--- config.mk ---
export PLATFORM = sky130hd
export DESIGN_NAME = adc_sar_control
export DESIGN_NICKNAME = d
export VERILOG_FILES = /design/src/rtl/adc_sar_control.sv
export SDC_FILE = /design/constraint.sdc
export NUM_CORES = 1
export LEC_CHECK = 0
export ABC_AREA = 1
export CAP_MARGIN = 20
export CORE_ASPECT_RATIO = 1.75
export CORE_MARGIN = 5
export CORE_UTILIZATION = 35
export DETAILED_ROUTE_END_ITERATION = 10
export SKIP_CTS_REPAIR_TIMING = 1
export SYNTH_ARGS = -nofsm -noshare
export SYNTH_HDL_FRONTEND = slang
export SYNTH_SLANG_ARGS = --single-unit
--- constraint.sdc ---
create_clock -name clk -period 1.6 [get_ports clk]
set_input_delay 0.32 -clock clk [delete_from_list [all_inputs] [get_ports clk]]
set_output_delay 0.32 -clock clk [all_outputs]
set_load 0.01 [all_outputs]
--- src/rtl/adc_sar_control.sv ---
// ---------------------------------------------------------------------------
// adc_sar_control
//
// Successive-approximation controller for the 12-bit capacitive SAR ADC.
// It runs a sample phase, then resolves one bit per cycle (MSB first) from
// the comparator decision. It drives the trial code into the row/column
// thermometer decoder and returns the final binary word over a valid/ready
// handshake.
//
// Ports:
//   clk           block clock, rising edge
//   rst_n         asynchronous active-low reset
//   start         conversion request (looked at only in IDLE)
//   sample_len    sample phase lasts sample_len+1 cycles (latched at start)
//   comp_in       comparator decision, 1 = input >= trial level
//   busy          high in SAMPLE and CONV
//   sample_out    high during SAMPLE (input switches closed)
//   comp_en       comparator strobe, high in every CONV cycle
//   dac_code      trial code to the decoder data_in[11:0]
//   result        last completed conversion
//   result_valid  result available
//   result_ready  consumer accepts result
//
// Handshake: result_valid rises on the edge that resolves the last bit and
// holds, with result stable, until an edge where result_ready=1. A
// completion on that same edge wins and keeps result_valid high. A new
// conversion starts only when the result slot is free (result_valid=0) or
// is being freed on that edge (result_ready=1). Therefore no result is ever
// overwritten before the consumer accepts it.
// ---------------------------------------------------------------------------
module adc_sar_control (
   input  logic        clk,
   input  logic        rst_n,
   input  logic        start,
   input  logic [3:0]  sample_len,
   input  logic        comp_in,
   output logic        busy,
   output logic        sample_out,
   output logic        comp_en,
   output logic [11:0] dac_code,
   output logic [11:0] result,
   output logic        result_valid,
   input  logic        result_ready
);

   typedef enum logic [1:0] {
      IDLE   = 2'd0,
      SAMPLE = 2'd1,
      CONV   = 2'd2
   } state_t;

   state_t      state;        // FSM state; bind checkers here
   logic [3:0]  bit_idx;      // bit k currently being resolved
   logic [3:0]  sample_cnt;   // remaining SAMPLE cycles minus one

   logic        start_ok;
   logic [11:0] code_decided;    // trial code with bit k replaced by comp_in
   logic [11:0] code_next_trial; // decided bits, then 1 at k-1, then zeros

   always_comb begin
      start_ok = start && (!result_valid || result_ready);
   end

   // The current trial already holds zeros below bit k. Writing the decision
   // into bit k and setting bit k-1 therefore gives the next trial directly.
   always_comb begin
      code_decided          = dac_code;
      code_decided[bit_idx] = comp_in;
      code_next_trial       = code_decided;
      if (bit_idx != 4'd0) begin
         code_next_trial[bit_idx - 4'd1] = 1'b1;
      end
   end

   always_ff @(posedge clk or negedge rst_n) begin
      if (!rst_n) begin
         state        <= IDLE;
         bit_idx      <= 4'd11;
         sample_cnt   <= 4'd0;
         busy         <= 1'b0;
         sample_out   <= 1'b0;
         comp_en      <= 1'b0;
         dac_code     <= 12'h000;
         result       <= 12'h000;
         result_valid <= 1'b0;
      end else begin
         // Acceptance clears the flag. A completion on the same edge
         // overrides this below.
         if (result_ready) begin
            result_valid <= 1'b0;
         end

         case (state)
            IDLE: begin
               if (start_ok) begin
                  state      <= SAMPLE;
                  sample_cnt <= sample_len;
                  dac_code   <= 12'h800;
                  busy       <= 1'b1;
                  sample_out <= 1'b1;
               end
            end

            SAMPLE: begin
               if (sample_cnt == 4'd0) begin
                  state      <= CONV;
                  bit_idx    <= 4'd11;
                  sample_out <= 1'b0;
                  comp_en    <= 1'b1;
               end else begin
                  sample_cnt <= sample_cnt - 4'd1;
               end
            end

            CONV: begin
               if (bit_idx != 4'd0) begin
                  dac_code <= code_next_trial;
                  bit_idx  <= bit_idx - 4'd1;
               end else begin
                  result       <= code_decided;
                  result_valid <= 1'b1;
                  state        <= IDLE;
                  dac_code     <= 12'h000;
                  busy         <= 1'b0;
                  comp_en      <= 1'b0;
                  bit_idx      <= 4'd11;
               end
            end

            default: begin
               state <= IDLE;
            end
         endcase
      end
   end

endmodule

==> results.yml <==
run_status:
  status: "complete, no violations"
final_layout:
  final_area_sq_um: 2810
  nFillCells: 603
  area_delta_synth_final_pct: 34.9
  diodes: 0
  fin_nets: 326
  final_layout_size_suffix_gt1_share_pct: 21.8
setup_path:
  crit_type: "flop to output port"
  arrival_ns: 1.24
  setup.worst_path.start_class: "flop"
  critical_path_buf_inv_count: 1
  cp_max_fo: 3
  path_delay_family: "buffers and inverters"
  cp.required_ns: 1.28
  slowest_delay_ns: 0.55
  worstSetupEndpointType: "output port"
  critical_path.cell_chain: "clkdlybuf4s50_1"
  cpMaxStageDelayCell: "clkdlybuf4s50_1"
synthesis:
  avgSynthCellArea_sq_um: 8.17
  syn_nets: 270
  synth.largest_area_cell: "dfrtp_1"
  synth_seq_cells: 38
  netlist_area_sq_um: 2080
  synth_cells: 255
  synth_top_cells_by_area: "dfrtp_1, nand2_1, dfstp_2"
  ys_types: 26
  yosysMostFrequentCell: "nand2_1"
  synth_edf_count: 0
  synth_top_cell_area_share_pct: 42.0
  ys_seq_area_share_pct: 45.8
  yosys_most_used_dff: "dfrtp_1"
  synth_common_cells: "nand2_1, dfrtp_1, inv_1"
  yosys_warnings: 0
  ys_async_sr_fraction_pct: 100
floorplan:
  initial_core_util_pct: 35.7
  io_pins: 37
  die_h_um: 112
  dieArea_sq_um: 7660
  rows: 37
  core_area_sq_um: 5830
  die-width_um: 68.3
clocking:
  insertion_delay_ns: 0.29
  cts_tree: "built"
  clock_sinks: 38
  cts_max_path_buffers: 2
  h-tree-depth: 2
  numCtsBuffers: 5
  clock-root-buffer: "clkbuf_8"
  cts.clk_slew.worst_paths_ns: 0.08
route:
  drc_errors: 0
  drtIter0Drc: 49
  dr.pass1.iters: 4
  finalWirelength_mm: 5.11
  postRouteAntennaNets: 0
  vias: 1838
  drt-wirelength-per-cell_um: 13.1
  avgViaCountPerCell: 4.71
placed_design:
  gp_congestion: 0.826
  dp_hpwl_mm: 3.86
  io_buffers: 36
  placedInstanceArea_sq_um: 2620
sta:
  max-slew-margin-rel_pct: 73.9
  finalHoldViolations: 0
  post-route-min-period_ns: 1.56
  fmax_mhz: 641
  skew_ns: 0.00783
  timing.final.crit_share_pct: 97.5
  whs_ns: 0.388
  slew_viol_final: 0
  worst_pin_slew_ns: 0.391
  setup_viol: 0
global_route:
  gr-total-overflow: 0
  grt_pass1_vias: 1813
  grt_max_degree: 33
  grt_pass1_wl_mm: 8.34
  grt_use_total_pct: 14.2
  antenna_found_initial: 0
min_path:
  worstHoldPathType: "input pin to asynchronous set/reset pin"
pwr:
  power.density_nw_per_um2: 1460
  total_power_mw: 4.11
  vdd.ir_drop.worst_uv: 756
  cellLeakagePower_nw: 1.48
run:
  drv_cap: 0
[state kept, by name, summed over array words and instances, names as in the netlist]
register / count
dac_code: 12
result: 12
bit_idx: 4
sample_cnt: 4
state: 2
busy: 1
comp_en: 1
result_valid: 1
sample_out: 1
[metrics by stage]
| step | std cells | setup TNS, ns | setup WS [ns] | utilization (%) |
|---|---|---|---|---|
| 5_1_grt | 390 | -0.0190 | -0.0190 | 48.2 |
| 4_1_cts | 386 | -0.0754 | -0.0193 | 46.7 |
| 3_5_place_dp | 378 | -0.0571 | -0.0323 | 44.9 |
| 3_3_place_gp | 378 | 0 | 0.0220 | 44.9 |
| 6_report | 390 | 0 | 0.0404 | 48.2 |
| 2_1_floorplan | 255 | 0 | 0.123 | - |
[cell families (layout without fill, tap and decap cells)]
group                    Yosys count  after routing  share of synthesized area, %
buffers and inverters             29             86                          7.08
flip-flops                        38             38                          45.8
adder cells (fa/ha/maj)            6              6                          3.60
AND/OR/NAND/NOR                  151            151                          33.3
AO/OA/AOI/OAI                     31             31                          10.2
[cell type report]
type	instances	area, sq um	area share [%]
multi-input cells	188	1030	36.5
flip-flops and latches	38	955	33.9
repair buffers	54	528	18.8
inverters	24	97.6	3.47
well taps	78	97.6	3.47
clock buffers	5	68.8	2.45
clock inverters	3	40.0	1.42
[cells in the final DEF (no fill, tap or decap)]
master           count
o21ai_1              5
o21ai_0              5
nor2_4               2
bufinv_16            1
dfrtp_1             35
nand3_2              1
a31oi_1              1
nand4_1             11
o22ai_1              2
nand2_2              6
clkinv_1             1
nor2_2               3
dfstp_2              3
o21ai_2              9
a21oi_2              5
inv_1               18
clkdlybuf4s50_1     31
clkbuf_8             5
inv_4                3
nand3_1             15
a21oi_1              2
nor2_1              12
dlymetal6s2s_1       4
ha_4                 2
clkinv_2             2
ha_2                 2
nand2_1             97
buf_12               2
nand2_4              2
ha_1                 2
inv_2                2
dlygate4sd3_1        1
buf_4               15
buf_2                1
nor2_8               2
o211ai_1             2
[path summary, 6_finish.rpt]
path | startpoint | endpoint | slack [ns] | depth (start not counted)
worst max register to register | bit_idx[0]$_DFFE_PN1P_ | dac_code[4]$_DFFE_PN0P_ | 0.09 | 9
worst min register to register | sample_out$_DFFE_PN0P_ | sample_out$_DFFE_PN0P_ | 0.48 | 2
min in group clk | sample_out$_DFFE_PN0P_ | sample_out$_DFFE_PN0P_ | 0.48 | 2
worst max-delay path | dac_code[7]$_DFFE_PN0P_ | dac_code[7] | 0.04 | 1
max in group asynchronous | rst_n | bit_idx[3]$_DFFE_PN1P_ | 0.72 | 3
worst min-delay path | rst_n | sample_cnt[0]$_DFFE_PN0P_ | 0.39 | 2
[worst register-to-register path, stage by stage (launching register included)]
cell	delay (ns)
dfstp_2	0.55
inv_2	0.08
ha_2	0.21
nand2_1	0.10
inv_1	0.07
nor2_2	0.15
nand4_1	0.11
nand2_1	0.07
nand2_1	0.04
nand2_1	0.06
[routing by layer]
layer | vias up | wire [um] | global-route usage (%)
li1 | 937 | - | -
met1 | 868 | 1990 | 15.9
met2 | 27 | 2920 | 25.3
met3 | 6 | 126 | 3.00
met4 | 0 | 73 | 5.18
met5 | - | 0 | 0
[where the power goes]
group | internal [mW] | switching [mW]
registers | 1.19 | 0.172
logic | 0.797 | 1.13
clock network | 0.459 | 0.356
Note: power is estimated with default switching activity, not from simulation.
==> RTL edit 1 (same flow settings) <==
Reset style: synchronous (`rst_n`), changed in one clocked block. Comments in the files are not updated.
--- a/src/rtl/adc_sar_control.sv
+++ b/src/rtl/adc_sar_control.sv
@@ -72,7 +72,7 @@
       end
    end
 
-   always_ff @(posedge clk or negedge rst_n) begin
+   always_ff @(posedge clk) begin
       if (!rst_n) begin
          state        <= IDLE;
          bit_idx      <= 4'd11;
Behaviour: differs if rst_n is asserted again (counterexample within 4 cycles, from zero or initial values and one cycle with rst_n low); with rst_n held inactive, the same outputs for 10 cycles.
==> RTL edit 1 against the original RTL <==
- clock skew shrank 0.00069 ns
- highest routed layer unchanged
- sequential cell count unchanged
- via count rose by 3.3%
- register-to-register slack better by 0.04 ns
- worst setup slack gained 0.0049 ns
- synthesized area is 6.8% lower
- wire length increased by 0.49%
- final area is 3.8% lower
- first-iteration DRC count grew 140%
Power is not compared: it rests on default switching activity, and its combinational part moved more than twofold at a synthesized area within 25%.
==> RTL edit 1: results (changes against the original RTL) <==
[worst_hold_path] Hold/Removal Path Class reg2reg [was in2async]
[route] iteration-0 DRC count of the detailed router 119 [was 49]
[place] instance area after placement 0.00253 sq mm [was 0.00262 sq mm]
[setup_path] slowest cell delay on critical path 0.56 ns
[setup_path] worst flop-to-flop path endpoint result[5] [was dac_code[4]]
[logic_synthesis] Post-Syn Area per Cell 7.62 sq um [was 8.17 sq um]
[grt] met1 track demand over resource 0.169 [was 0.159]
[route] post-detailed-route wirelength per cell 13.0 microns [was 13.1 microns]
[setup_path] R2R cell count 7 [was 9]
[logic_synthesis] cell types with the largest area share after synthesis sky130_fd_sc_hd__dfxtp_1, sky130_fd_sc_hd__nand2_1, sky130_fd_sc_hd__a21oi_1, sky130_fd_sc_hd__o21ai_0, sky130_fd_sc_hd__ha_1 [was sky130_fd_sc_hd__dfrtp_1, sky130_fd_sc_hd__nand2_1, sky130_fd_sc_hd__dfstp_2, sky130_fd_sc_hd__o21ai_2, sky130_fd_sc_hd__ha_1]
[logic_synthesis] proportion of synthesized chip area in sequential cells 0.392 [was 0.458]
[place] Placer Congestion 0.826 [about the same]
[timing] final critical-path share of the clock period 0.972 [was 0.975]
[grt] met2 track demand over resource in global routing 0.282 [was 0.253]
[place] half-perimeter wire length of the detailed placement result 3.89 mm [was 3.86 mm]
[place] DP Cell Count 383 [was 378]
[timing] worst slew margin relative to its limit 0.754 [was 0.739]
[route] detailed-route vias per instance 4.81 [was 4.71]
[grt] global routing usage summed across all routing layers 0.155 [was 0.142]
[grt] maximum number of pins on one net before global-route repair 16 [was 33]
[timing] Layout Skew 0.00713 ns [was 0.00783 ns]
[logic_synthesis] synth unique cells 31 [was 26]
[logic_synthesis] cell types with the highest counts after synthesis sky130_fd_sc_hd__nand2_1, sky130_fd_sc_hd__dfxtp_1, sky130_fd_sc_hd__a21oi_1, sky130_fd_sc_hd__inv_1, sky130_fd_sc_hd__o21ai_0 [was sky130_fd_sc_hd__nand2_1, sky130_fd_sc_hd__dfrtp_1, sky130_fd_sc_hd__inv_1, sky130_fd_sc_hd__nand3_1, sky130_fd_sc_hd__nor2_1]
[grt] fraction of met3 tracks used by global routing 0.0301 [was 0.0300]
[grt] global-route wire length before repair 8.52 mm [was 8.34 mm]
[place] worst slack at placement -0.0181 ns [was -0.0323 ns]
[run_status] outcome finished, final reports clean [unchanged]
[final_layout] # nets final 334 [was 326]
[route] DR vias 1,899 [was 1,838]
[final_layout] share of layout cells above drive strength 1 0.216 [was 0.218]
==> RTL edit 1: cell count changes in the layout (fill, tap and decap cells not counted), moves of 9 or more <==
| cell | before | now |
|---|---|---|
| sky130_fd_sc_hd__o21ai_0 | 5 | 16 |
| sky130_fd_sc_hd__dfxtp_1 | 0 | 37 |
| sky130_fd_sc_hd__buf_4 | 15 | 29 |
| sky130_fd_sc_hd__nand2_1 | 97 | 54 |
| sky130_fd_sc_hd__dfrtp_1 | 35 | 0 |
| sky130_fd_sc_hd__o21ai_2 | 9 | 0 |
| sky130_fd_sc_hd__a21oi_1 | 2 | 35 |
==> RTL edit 1: cell type report <==
| class | count | area (sq um) |
|---|---|---|
| multi-input cells | 185 | 1040 |
| repair buffers | 66 | 601 |
| inverters | 23 | 90.1 |
| flip-flops and latches | 38 | 762 |
| clock inverters | 1 | 30.0 |
| well taps | 76 | 95.1 |
| clock buffers | 6 | 82.6 |
| fillers | 583 | 2790 |
==> RTL edit 1: per-layer routing <==
| layer | part of all wire | vias to the layer above | wire length [microns] |
|---|---|---|---|
| met4 | 0.026 | 0 | 132 |
| li1 | - | 973 | - |
| met5 | 0 | - | 0 |
| met2 | 0.56 | 47 | 2870 |
| met1 | 0.38 | 868 | 1960 |
| met3 | 0.034 | 11 | 174 |
==> RTL edit 1: kinds of logic (layout without fill, tap and decap cells) <==
family / Yosys count / after routing / share of synthesized area
AO/OA/AOI/OAI: 70 / 70 / 0.201
XOR/XNOR: 3 / 3 / 0.0135
adder cells (fa/ha/maj): 6 / 6 / 0.0386
buffers and inverters: 32 / 96 / 0.0798
flip-flops: 38 / 38 / 0.392
AND/OR/NAND/NOR: 106 / 106 / 0.276
==> RTL edit 1: through the flow <==
| step | utilization | hold slack (ns) |
|---|---|---|
| after floorplan | - | 0.454 |
| after global placement | 0.461 | 0.455 |
| after detailed placement | 0.461 | 0.458 |
| after CTS | 0.482 | 0.472 |
| after global routing | 0.492 | 0.503 |
| final | 0.492 | 0.463 |
==> RTL edit 1: how the worst max path moves through the flow <==
stage,startpoint,end,cells past startpoint
global placement,comp_in,dac_code[7],7
CTS,bit_idx[1],dac_code[3],6
floorplan,bit_idx[0],dac_code[10],7
global route,bit_idx[0],dac_code[4],9
detailed placement,comp_in,dac_code[7],7
finish,dac_code[7],dac_code[7],1
==> RTL edit 1: power by group through the flow <==
| stage | sequential (uW) | clock, uW | combinational [uW] |
|---|---|---|---|
| after global placement | 1060 | 0 | 620 |
| after global routing | 1050 | 902 | 702 |
| final | 1040 | 846 | 626 |
| after detailed placement | 1060 | 0 | 626 |
| after CTS | 1040 | 857 | 629 |
| after floorplan | 1060 | 0 | 403 |
==> RTL edit 2 (same flow settings) <==
Made on the original files. Encoding of `state_t`: now one-hot (3 bits for 3 states).
--- a/src/rtl/adc_sar_control.sv
+++ b/src/rtl/adc_sar_control.sv
@@ -43,10 +43,10 @@
    input  logic        result_ready
 );
 
-   typedef enum logic [1:0] {
-      IDLE   = 2'd0,
-      SAMPLE = 2'd1,
-      CONV   = 2'd2
+   typedef enum logic [2:0] {
+      IDLE   = 3'b001,
+      SAMPLE = 3'b010,
+      CONV   = 3'b100
    } state_t;
 
    state_t      state;        // FSM state; bind checkers here
Function: same outputs for any inputs over 10 cycles, from zero or initial values and one cycle with rst_n low; not proved beyond that.
==> RTL edit 2 against the original RTL <==
- sequential power is 14% higher
- utilization increased by 2.5 points
- worst setup slack worse by 0.012 ns
- wire length increased by 13%
- critical path type unchanged
- synthesized area is 2.6% higher
- final area is 6.9% higher
- sequential cell count is 1 higher
- synthesized cell count up 2.7%
- largest power group unchanged
- critical endpoint is now dac_code[10]
- total power rose by 16%
==> RTL edit 2: results (changes against the original RTL) <==
[place] Placer Congestion 0.897 [was 0.826]
[timing] Highest Clock Rate 636 MHz [was 641 MHz]
[grt] met1 track demand over resource 0.141 [was 0.159]
[logic_synthesis] proportion of synthesized chip area in sequential cells 0.458 [about the same]
[route] WL final 5.78 mm [was 5.11 mm]
[setup_path] beginning of the worst register-to-register path bit_idx[0] [unchanged]
[grt] global-route wire length before repair 9.38 mm [was 8.34 mm]
[timing] worst slew margin relative to its limit 0.698 [was 0.739]
[final_layout] count of filler cells inserted in the layout 604 [was 603]
[setup_path] Critical Path Sink dac_code[10] [was dac_code[7]]
[grt] fraction of met3 tracks used by global routing 0.0229 [was 0.0300]
[setup_path] Crit. Startpoint dac_code[10] [was dac_code[7]]
[grt] global routing usage summed across all routing layers 0.150 [was 0.142]
[logic_synthesis] cell types with the highest counts after synthesis sky130_fd_sc_hd__nand2_1, sky130_fd_sc_hd__dfrtp_1, sky130_fd_sc_hd__nand3_1, sky130_fd_sc_hd__inv_1, sky130_fd_sc_hd__nor2_1 [was sky130_fd_sc_hd__nand2_1, sky130_fd_sc_hd__dfrtp_1, sky130_fd_sc_hd__inv_1, sky130_fd_sc_hd__nand3_1, sky130_fd_sc_hd__nor2_1]
[final_layout] # nets final 342 [was 326]
[route] iteration-0 DRC count of the detailed router 59 [was 49]
[setup_path] worst flop-to-flop path endpoint dac_code[4] [unchanged]
[route] DR vias 1,982 [was 1,838]
[pwr] Lkg Pwr 0.00153 uW [was 0.00148 uW]
[grt] met2 track demand over resource in global routing 0.307 [was 0.253]
[pwr] largest voltage drop on the vdd net 0.621 mV [was 0.756 mV]
[place] half-perimeter wire length of the detailed placement result 4.35 mm [was 3.86 mm]
[timing] Layout Skew 0.00386 ns [was 0.00783 ns]
[logic_synthesis] most used flip-flop cell after synthesis sky130_fd_sc_hd__dfrtp_1 [unchanged]
[place] worst slack at placement -0.0747 ns [was -0.0323 ns]
[route] detailed-router iteration count before antenna repair 4 [unchanged]
[logic_synthesis] cell types with the largest area share after synthesis sky130_fd_sc_hd__dfrtp_1, sky130_fd_sc_hd__nand2_1, sky130_fd_sc_hd__nand3_1, sky130_fd_sc_hd__dfstp_2, sky130_fd_sc_hd__ha_1 [was sky130_fd_sc_hd__dfrtp_1, sky130_fd_sc_hd__nand2_1, sky130_fd_sc_hd__dfstp_2, sky130_fd_sc_hd__o21ai_2, sky130_fd_sc_hd__ha_1]
[grt] maximum number of pins on one net before global-route repair 23 [was 33]
[logic_synthesis] net count after synthesis 278 [was 270]
[final_layout] share of layout cells above drive strength 1 0.260 [was 0.218]
[place] instance area after placement 0.00273 sq mm [was 0.00262 sq mm]
[logic_synthesis] synth unique cells 30 [was 26]
[run_status] outcome finished, final reports clean [unchanged]
## RTL edit 2: changes by cell type after synthesis, sizes merged, moves of 2 or more
| cell | change |
|---|---|
| o211ai | -2 |
| nor3 | +2 |
| or2 | +2 |
| nand3 | +12 |
| buf | +3 |
| inv | +2 |
| o21ai | +6 |
| a21oi | +3 |
| nand2 | -23 |
## RTL edit 2: area by class of cell
class,instances,share of cell area
clock buffer,6,0.0275
inverter,25,0.0329
clock inverter,2,0.0117
multi-input combinational,190,0.365
sequential,39,0.326
tap,78,0.0325
timing repair buffer,65,0.204
## RTL edit 2: logic make-up after synthesis
group           after synthesis  synth area share
compound gates               38             0.104
fa+ha+maj                     7            0.0409
buf+inv                      33            0.0760
simple gates                145             0.321
flops                        39             0.458
## RTL edit 2: worst min-delay path by stage
stage	startpoint	end	slack, ns
floorplan	rst_n	bit_idx[2]	0.02
global placement	rst_n	bit_idx[2]	0.25
detailed placement	rst_n	bit_idx[2]	0.26
CTS	rst_n	bit_idx[2]	-0.06
global route	result[3]	result[3]	0.51
finish	rst_n	bit_idx[2]	0.48
## RTL edit 2: through the flow
| stage | util | std cells | hold slack (ns) |
|---|---|---|---|
| 3_3_place_gp | 0.461 | 392 | 0.253 |
| 2_1_floorplan | - | 262 | 0.0244 |
| 6_report | 0.507 | 405 | 0.475 |
| 3_5_place_dp | 0.461 | 392 | 0.256 |
| 4_1_cts | 0.481 | 400 | -0.0557 |
| 5_1_grt | 0.507 | 405 | 0.511 |
## RTL edit 2: layer usage
metal  vias up  share of wire  routed length (microns)
met4         0          0.034                      194
met5         -              0                        0
met2        47           0.58                     3360
li1        991              -                        -
met3        12          0.031                      179
met1       932           0.35                     2040
## RTL edit 2: power by group
part	switching [uW]	total, uW	internal, uW
sequential	240	1550	1310
combinational	1310	2350	1050
clock	351	856	504
total	1900	4760	2860
